[config.mk]
export PLATFORM = sky130hd
export DESIGN_NAME = lc3b_iter_alu
export DESIGN_NICKNAME = d
export VERILOG_FILES = /design/src/rtl/lc3b_types.sv /design/src/rtl/lc3b_alu_step.sv /design/src/rtl/lc3b_iter_alu.sv
export SDC_FILE = /design/constraint.sdc
export NUM_CORES = 1
export LEC_CHECK = 0
export ABC_AREA = 1
export BUFFER_PORTS_ARGS = -buffer_cell sky130_fd_sc_hd__buf_2
export CORE_MARGIN = 3
export CORE_UTILIZATION = 40
export CTS_CLUSTER_DIAMETER = 100
export DETAILED_ROUTE_END_ITERATION = 10
export PLACE_DENSITY_LB_ADDON = 0.15
export SLEW_MARGIN = 5
export SYNTH_ARGS = -nofsm -noshare
export SYNTH_HDL_FRONTEND = slang
export SYNTH_HIERARCHICAL = 1
export SYNTH_SLANG_ARGS = --single-unit
[constraint.sdc]
create_clock -name clk -period 2 [get_ports clk]
set_input_delay 0.1 -clock clk [delete_from_list [all_inputs] [get_ports clk]]
set_output_delay 0.1 -clock clk [all_outputs]
set_load 0.03 [all_outputs]
[src/rtl/lc3b_types.sv]
// rtl/lc3b_types.sv - shared LC-3b ALU operation codes and iterative ALU state encoding
package lc3b_types;

    typedef enum logic [3:0] {
        alu_add  = 4'd0,
        alu_and  = 4'd1,
        alu_not  = 4'd2,
        alu_pass = 4'd3,
        alu_sll  = 4'd4,
        alu_srl  = 4'd5,
        alu_sra  = 4'd6,
        alu_mul  = 4'd7
    } lc3b_aluop;

    typedef enum logic [1:0] {
        IDLE  = 2'd0,
        SHIFT = 2'd1,
        MUL   = 2'd2,
        DONE  = 2'd3
    } lc3b_alu_state_t;

endpackage

[src/rtl/lc3b_alu_step.sv]
// rtl/lc3b_alu_step.sv - one iteration of a shift or (with LC3B_ITER_ALU_MUL_EN) a shift-add multiply
module lc3b_alu_step
    import lc3b_types::*;
#(
    parameter int WIDTH = 16
) (
    input  lc3b_aluop          op,
    input  logic [WIDTH-1:0]   acc,
`ifdef LC3B_ITER_ALU_MUL_EN
    input  logic [WIDTH-1:0]   mcand,
    input  logic [WIDTH-1:0]   mplier,
    output logic [WIDTH-1:0]   mcand_nx,
    output logic [WIDTH-1:0]   mplier_nx,
`endif
    output logic [WIDTH-1:0]   acc_nx
);

    always_comb begin
        acc_nx = acc;
        case (op)
            alu_sll: acc_nx = {acc[WIDTH-2:0], 1'b0};
            alu_srl: acc_nx = {1'b0, acc[WIDTH-1:1]};
            alu_sra: acc_nx = {acc[WIDTH-1], acc[WIDTH-1:1]};
`ifdef LC3B_ITER_ALU_MUL_EN
            // acc holds the partial product; the multiplicand walks left as the multiplier drains right
            alu_mul: acc_nx = acc + (mplier[0] ? mcand : '0);
`endif
            default: acc_nx = acc;
        endcase
    end

`ifdef LC3B_ITER_ALU_MUL_EN
    assign mcand_nx  = {mcand[WIDTH-2:0], 1'b0};
    assign mplier_nx = {1'b0, mplier[WIDTH-1:1]};
`endif

endmodule

[src/rtl/lc3b_iter_alu.sv]
// rtl/lc3b_iter_alu.sv - multi-cycle LC-3b ALU with valid/ready handshake; LC3B_ITER_ALU_MUL_EN adds alu_mul
module lc3b_iter_alu
    import lc3b_types::*;
#(
    parameter int WIDTH   = 16,
    parameter int SHAMT_W = $clog2(WIDTH)
) (
    input  logic               clk,
    input  logic               rst,
    input  logic               req_valid,
    output logic               req_ready,
    input  logic [3:0]         aluop,
    input  logic [WIDTH-1:0]   a,
    input  logic [WIDTH-1:0]   b,
    output logic               resp_valid,
    output logic [WIDTH-1:0]   resp_data,
    input  logic               resp_ready,
    output logic               busy
);

    // One extra bit so the counter can hold WIDTH for the multiply
    localparam int CNT_W = SHAMT_W + 1;

    lc3b_alu_state_t  state_q, state_d;
    lc3b_aluop        op_q, op_d;
    logic [WIDTH-1:0] acc_q, acc_d, acc_nx;
    logic [WIDTH-1:0] res_q, res_d;
    logic [CNT_W-1:0] cnt_q, cnt_d;
`ifdef LC3B_ITER_ALU_MUL_EN
    logic [WIDTH-1:0] mcand_q, mcand_d, mcand_nx;
    logic [WIDTH-1:0] mplier_q, mplier_d, mplier_nx;
`endif

    lc3b_alu_step #(.WIDTH(WIDTH)) u_step (
        .op        (op_q),
        .acc       (acc_q),
`ifdef LC3B_ITER_ALU_MUL_EN
        .mcand     (mcand_q),
        .mplier    (mplier_q),
        .mcand_nx  (mcand_nx),
        .mplier_nx (mplier_nx),
`endif
        .acc_nx    (acc_nx)
    );

    always_comb begin
        state_d = state_q;
        op_d    = op_q;
        acc_d   = acc_q;
        res_d   = res_q;
        cnt_d   = cnt_q;
`ifdef LC3B_ITER_ALU_MUL_EN
        mcand_d  = mcand_q;
        mplier_d = mplier_q;
`endif
        case (state_q)
            IDLE: begin
                if (req_valid) begin
                    op_d    = lc3b_aluop'(aluop);
                    state_d = DONE;
                    case (lc3b_aluop'(aluop))
                        alu_add: res_d = a + b;
                        alu_and: res_d = a & b;
                        alu_not: res_d = ~a;
                        alu_sll, alu_srl, alu_sra: begin
                            acc_d = a;
                            cnt_d = CNT_W'(b[SHAMT_W-1:0]);
                            if (b[SHAMT_W-1:0] == '0) begin
                                res_d = a;
                            end else begin
                                state_d = SHIFT;
                            end
                        end
`ifdef LC3B_ITER_ALU_MUL_EN
                        alu_mul: begin
                            acc_d    = '0;
                            mcand_d  = a;
                            mplier_d = b;
                            cnt_d    = CNT_W'(WIDTH);
                            state_d  = MUL;
                        end
`endif
                        default: res_d = a;
                    endcase
                end
            end
            SHIFT, MUL: begin
                acc_d = acc_nx;
                cnt_d = cnt_q - 1'b1;
`ifdef LC3B_ITER_ALU_MUL_EN
                mcand_d  = mcand_nx;
                mplier_d = mplier_nx;
`endif
                if (cnt_q == CNT_W'(1)) begin
                    res_d   = acc_nx;
                    state_d = DONE;
                end
            end
            DONE: begin
                if (resp_ready) state_d = IDLE;
            end
            default: state_d = IDLE;
        endcase
    end

    always_ff @(posedge clk) begin
        if (rst) begin
            state_q <= IDLE;
            op_q    <= alu_add;
            acc_q   <= '0;
            res_q   <= '0;
            cnt_q   <= '0;
`ifdef LC3B_ITER_ALU_MUL_EN
            mcand_q  <= '0;
            mplier_q <= '0;
`endif
        end else begin
            state_q <= state_d;
            op_q    <= op_d;
            acc_q   <= acc_d;
            res_q   <= res_d;
            cnt_q   <= cnt_d;
`ifdef LC3B_ITER_ALU_MUL_EN
            mcand_q  <= mcand_d;
            mplier_q <= mplier_d;
`endif
        end
    end

    assign req_ready  = (state_q == IDLE);
    assign resp_valid = (state_q == DONE);
    assign busy       = (state_q == SHIFT) || (state_q == MUL);
    assign resp_data  = res_q;

endmodule

==> flow_summary.toml <==
[clock_network]
holdBufCountCts = 0
root_buffer = "clkbuf_8"
cts.sink_count = 43
cts_buffers = 5
cts_setup_buffers = 0
cts.clk_slew.worst_paths_ps = 90
clock_path_buffers = 2
cts_tree = "yes"
cts_max_level = 2
clock_latency_ps = 300
cts.repair.resized = 0

[timing]
worstMarginPinSlew_ps = 406.5
slew_headroom = 0.7261
timing.final.crit_share = 0.8964
max_freq_mhz = 557.8
rsz0062_at_grt = "no"
finalSetupTns_ps = 0
hold_viol_final = 0
slew_violations = 0
fin_skew_ps = 7.337
finalCriticalPeriod_ps = 1793
setup_viol = 0

[drt]
wl_per_cell_microns = 14.40
drt_iter0_markers = 205
via_count = 4151
drtPass1Iterations = 4
antenna_left = 0
post_drt_via_cell_ratio = 5.349
totalWireLength_microns = 11170
drc_errors = 0

[floorplanning]
die_x_microns = 102.6
start_util = 0.4195
rows = 34
ios = 59
die_y_microns = 102.6
core_sq_um = 8891
dieArea_sq_um = 10520

[synthesis]
synth.avg_cell_area_sq_um = 6.006
netlist_area_sq_um = 3730
synth_cell_types = 34
ys_seq_elements = 43
yosysWarnings = 6
syn_inst = 621
yosysSeqAreaShare = 0.2308
synth_nets = 684

[finish]
layout_commonest_cell = "nand2_1"
antenna_cells = 0
drive_gt1_frac = 0.1452
fin_area_sq_um = 4209
fillers = 953
fin_nets = 730
final_cell_mix = "nand2_1, nand3_1, nor2_1"
areaGrowthSynthToFinish_pct = 12.85
final_cells = 776
fin_util = 0.4734

[grt]
antenna_found_initial = 0
grtUsageMet1 = 0.3128
grt_first_pass_wirelength_microns = 18160
top_usage_layer = "met2"
grt_pass1_vias = 3673
grtUsageTotal = 0.2151
grt_start_max_net_pins = 41
use_met2 = 0.3436
grt.overflow.total = 0
grt.met3_usage = 0.01691

[worst_hold_path]
hold_start = "rst"
worstHoldPathType = "input pin to register"
holdPathEnd = "state_q[1]"
hold_depth = 2

[place]
placed_area_sq_um = 4076
placed_cells = 768
io_buffers = 58
gp_congestion = 0.8933
dp_hpwl_microns = 8754

[worst_setup_path]
start_kind = "register"
reg2reg_to = "resp_data[1]"
r2r_start = "state_q[0]"
arrival_ps = 2030
criticalPathCategory = "register to register"
reg2reg_slack_ps = 210
cp_max_fo = 24
critPathRequiredTime_ps = 2240
crit_path_start = "state_q[0]"
end_kind = "register"
r2r.worst_path.cells = 7

[flow_run]
drv_cap = 0

[power]
ir_drop_uv = 453.3
power.total_mw = 5.263
p_leak_nw = 2.058
p_per_area_nw_per_um2 = 1250

[outcome]
status = "completed"
[cell usage after synthesis, drive strengths merged]
cell type / number / share of area
a211oi: 2 / 0.0040
or2: 4 / 0.0067
and2: 1 / 0.0017
nor2: 66 / 0.074
nand4: 1 / 0.0017
o2111ai: 1 / 0.0023
xnor2: 1 / 0.0023
fa: 1 / 0.0054
inv: 61 / 0.062
o22ai: 10 / 0.017
ha: 22 / 0.074
a21oi: 31 / 0.045
nand3: 73 / 0.11
xor2: 1 / 0.0023
buf: 17 / 0.031
a31oi: 29 / 0.049
o211ai: 2 / 0.0040
dfxtp: 43 / 0.23
clkbuf: 10 / 0.010
o21ai: 49 / 0.066
nor3: 4 / 0.0054
nand3b: 4 / 0.0081
nand2: 188 / 0.19
[sequential cells by signal, indices dropped and copies added (netlist names)]
register   cells
op_q           4
resp_data     16
cnt_q          5
state_q        2
acc_q         16
[final cells by class]
class                      instances  area, sq um  share of cell area
clock buffer                       6        72.57             0.01724
sequential                        43        860.8              0.2045
clock inverter                     2        60.06             0.01427
inverter                          61        231.5             0.05499
tap                              108        135.1             0.03210
timing repair buffer              66        362.8             0.08621
multi-input combinational        490         2486              0.5907
[kinds of logic after synthesis]
kind of cell,Yosys count,share of synthesized area
DFF,43,0.2308
buffers and inverters,88,0.1027
xor gates and xnor gates,2,0.004697
and+or+nand+nor,341,0.3965
adders and majority gates,23,0.07917
AOI/OAI and AO/OA,124,0.1862
[through the flow]
| stage | hold WS (ps) | setup WS (ps) |
|---|---|---|
| 4_1_cts | 60.93 | 186.6 |
| 3_5_place_dp | 384.4 | 165.3 |
| 6_report | 77.08 | 207.3 |
| 2_1_floorplan | 178.5 | 190.5 |
| 3_3_place_gp | 364.9 | 193.7 |
| 5_1_grt | 71.51 | 10.65 |
[where the power goes]
group          internal, mW  switching, mW
sequential             1.14          0.212
clock                 0.499          0.304
combinational         0.994           2.11
[per-layer routing]
metal,vias up,share of wire
met5,-,0
met4,0,0.013
met3,8,0.034
met2,75,0.46
met1,1917,0.49
li1,2151,-
[worst max-delay path, cell delays in order (launching register included)]
cell     delay [ps]
dfxtp_1         360
inv_1            90
ha_1            410
a21oi_4         210
nand3_4         150
inv_4           240
o21ai_0         110
a31oi_1         140
[worst max-delay path by stage]
stage / endpoint / slack, ps / cells after the start
after floorplan: resp_data[3] / 190 / 10
after global placement: resp_data[6] / 190 / 12
after detailed placement: resp_data[12] / 170 / 13
after CTS: resp_data[1] / 190 / 7
after global routing: resp_data[0] / 10 / 7
final: resp_data[1] / 210 / 7
Power figures use the tool's default switching activity.
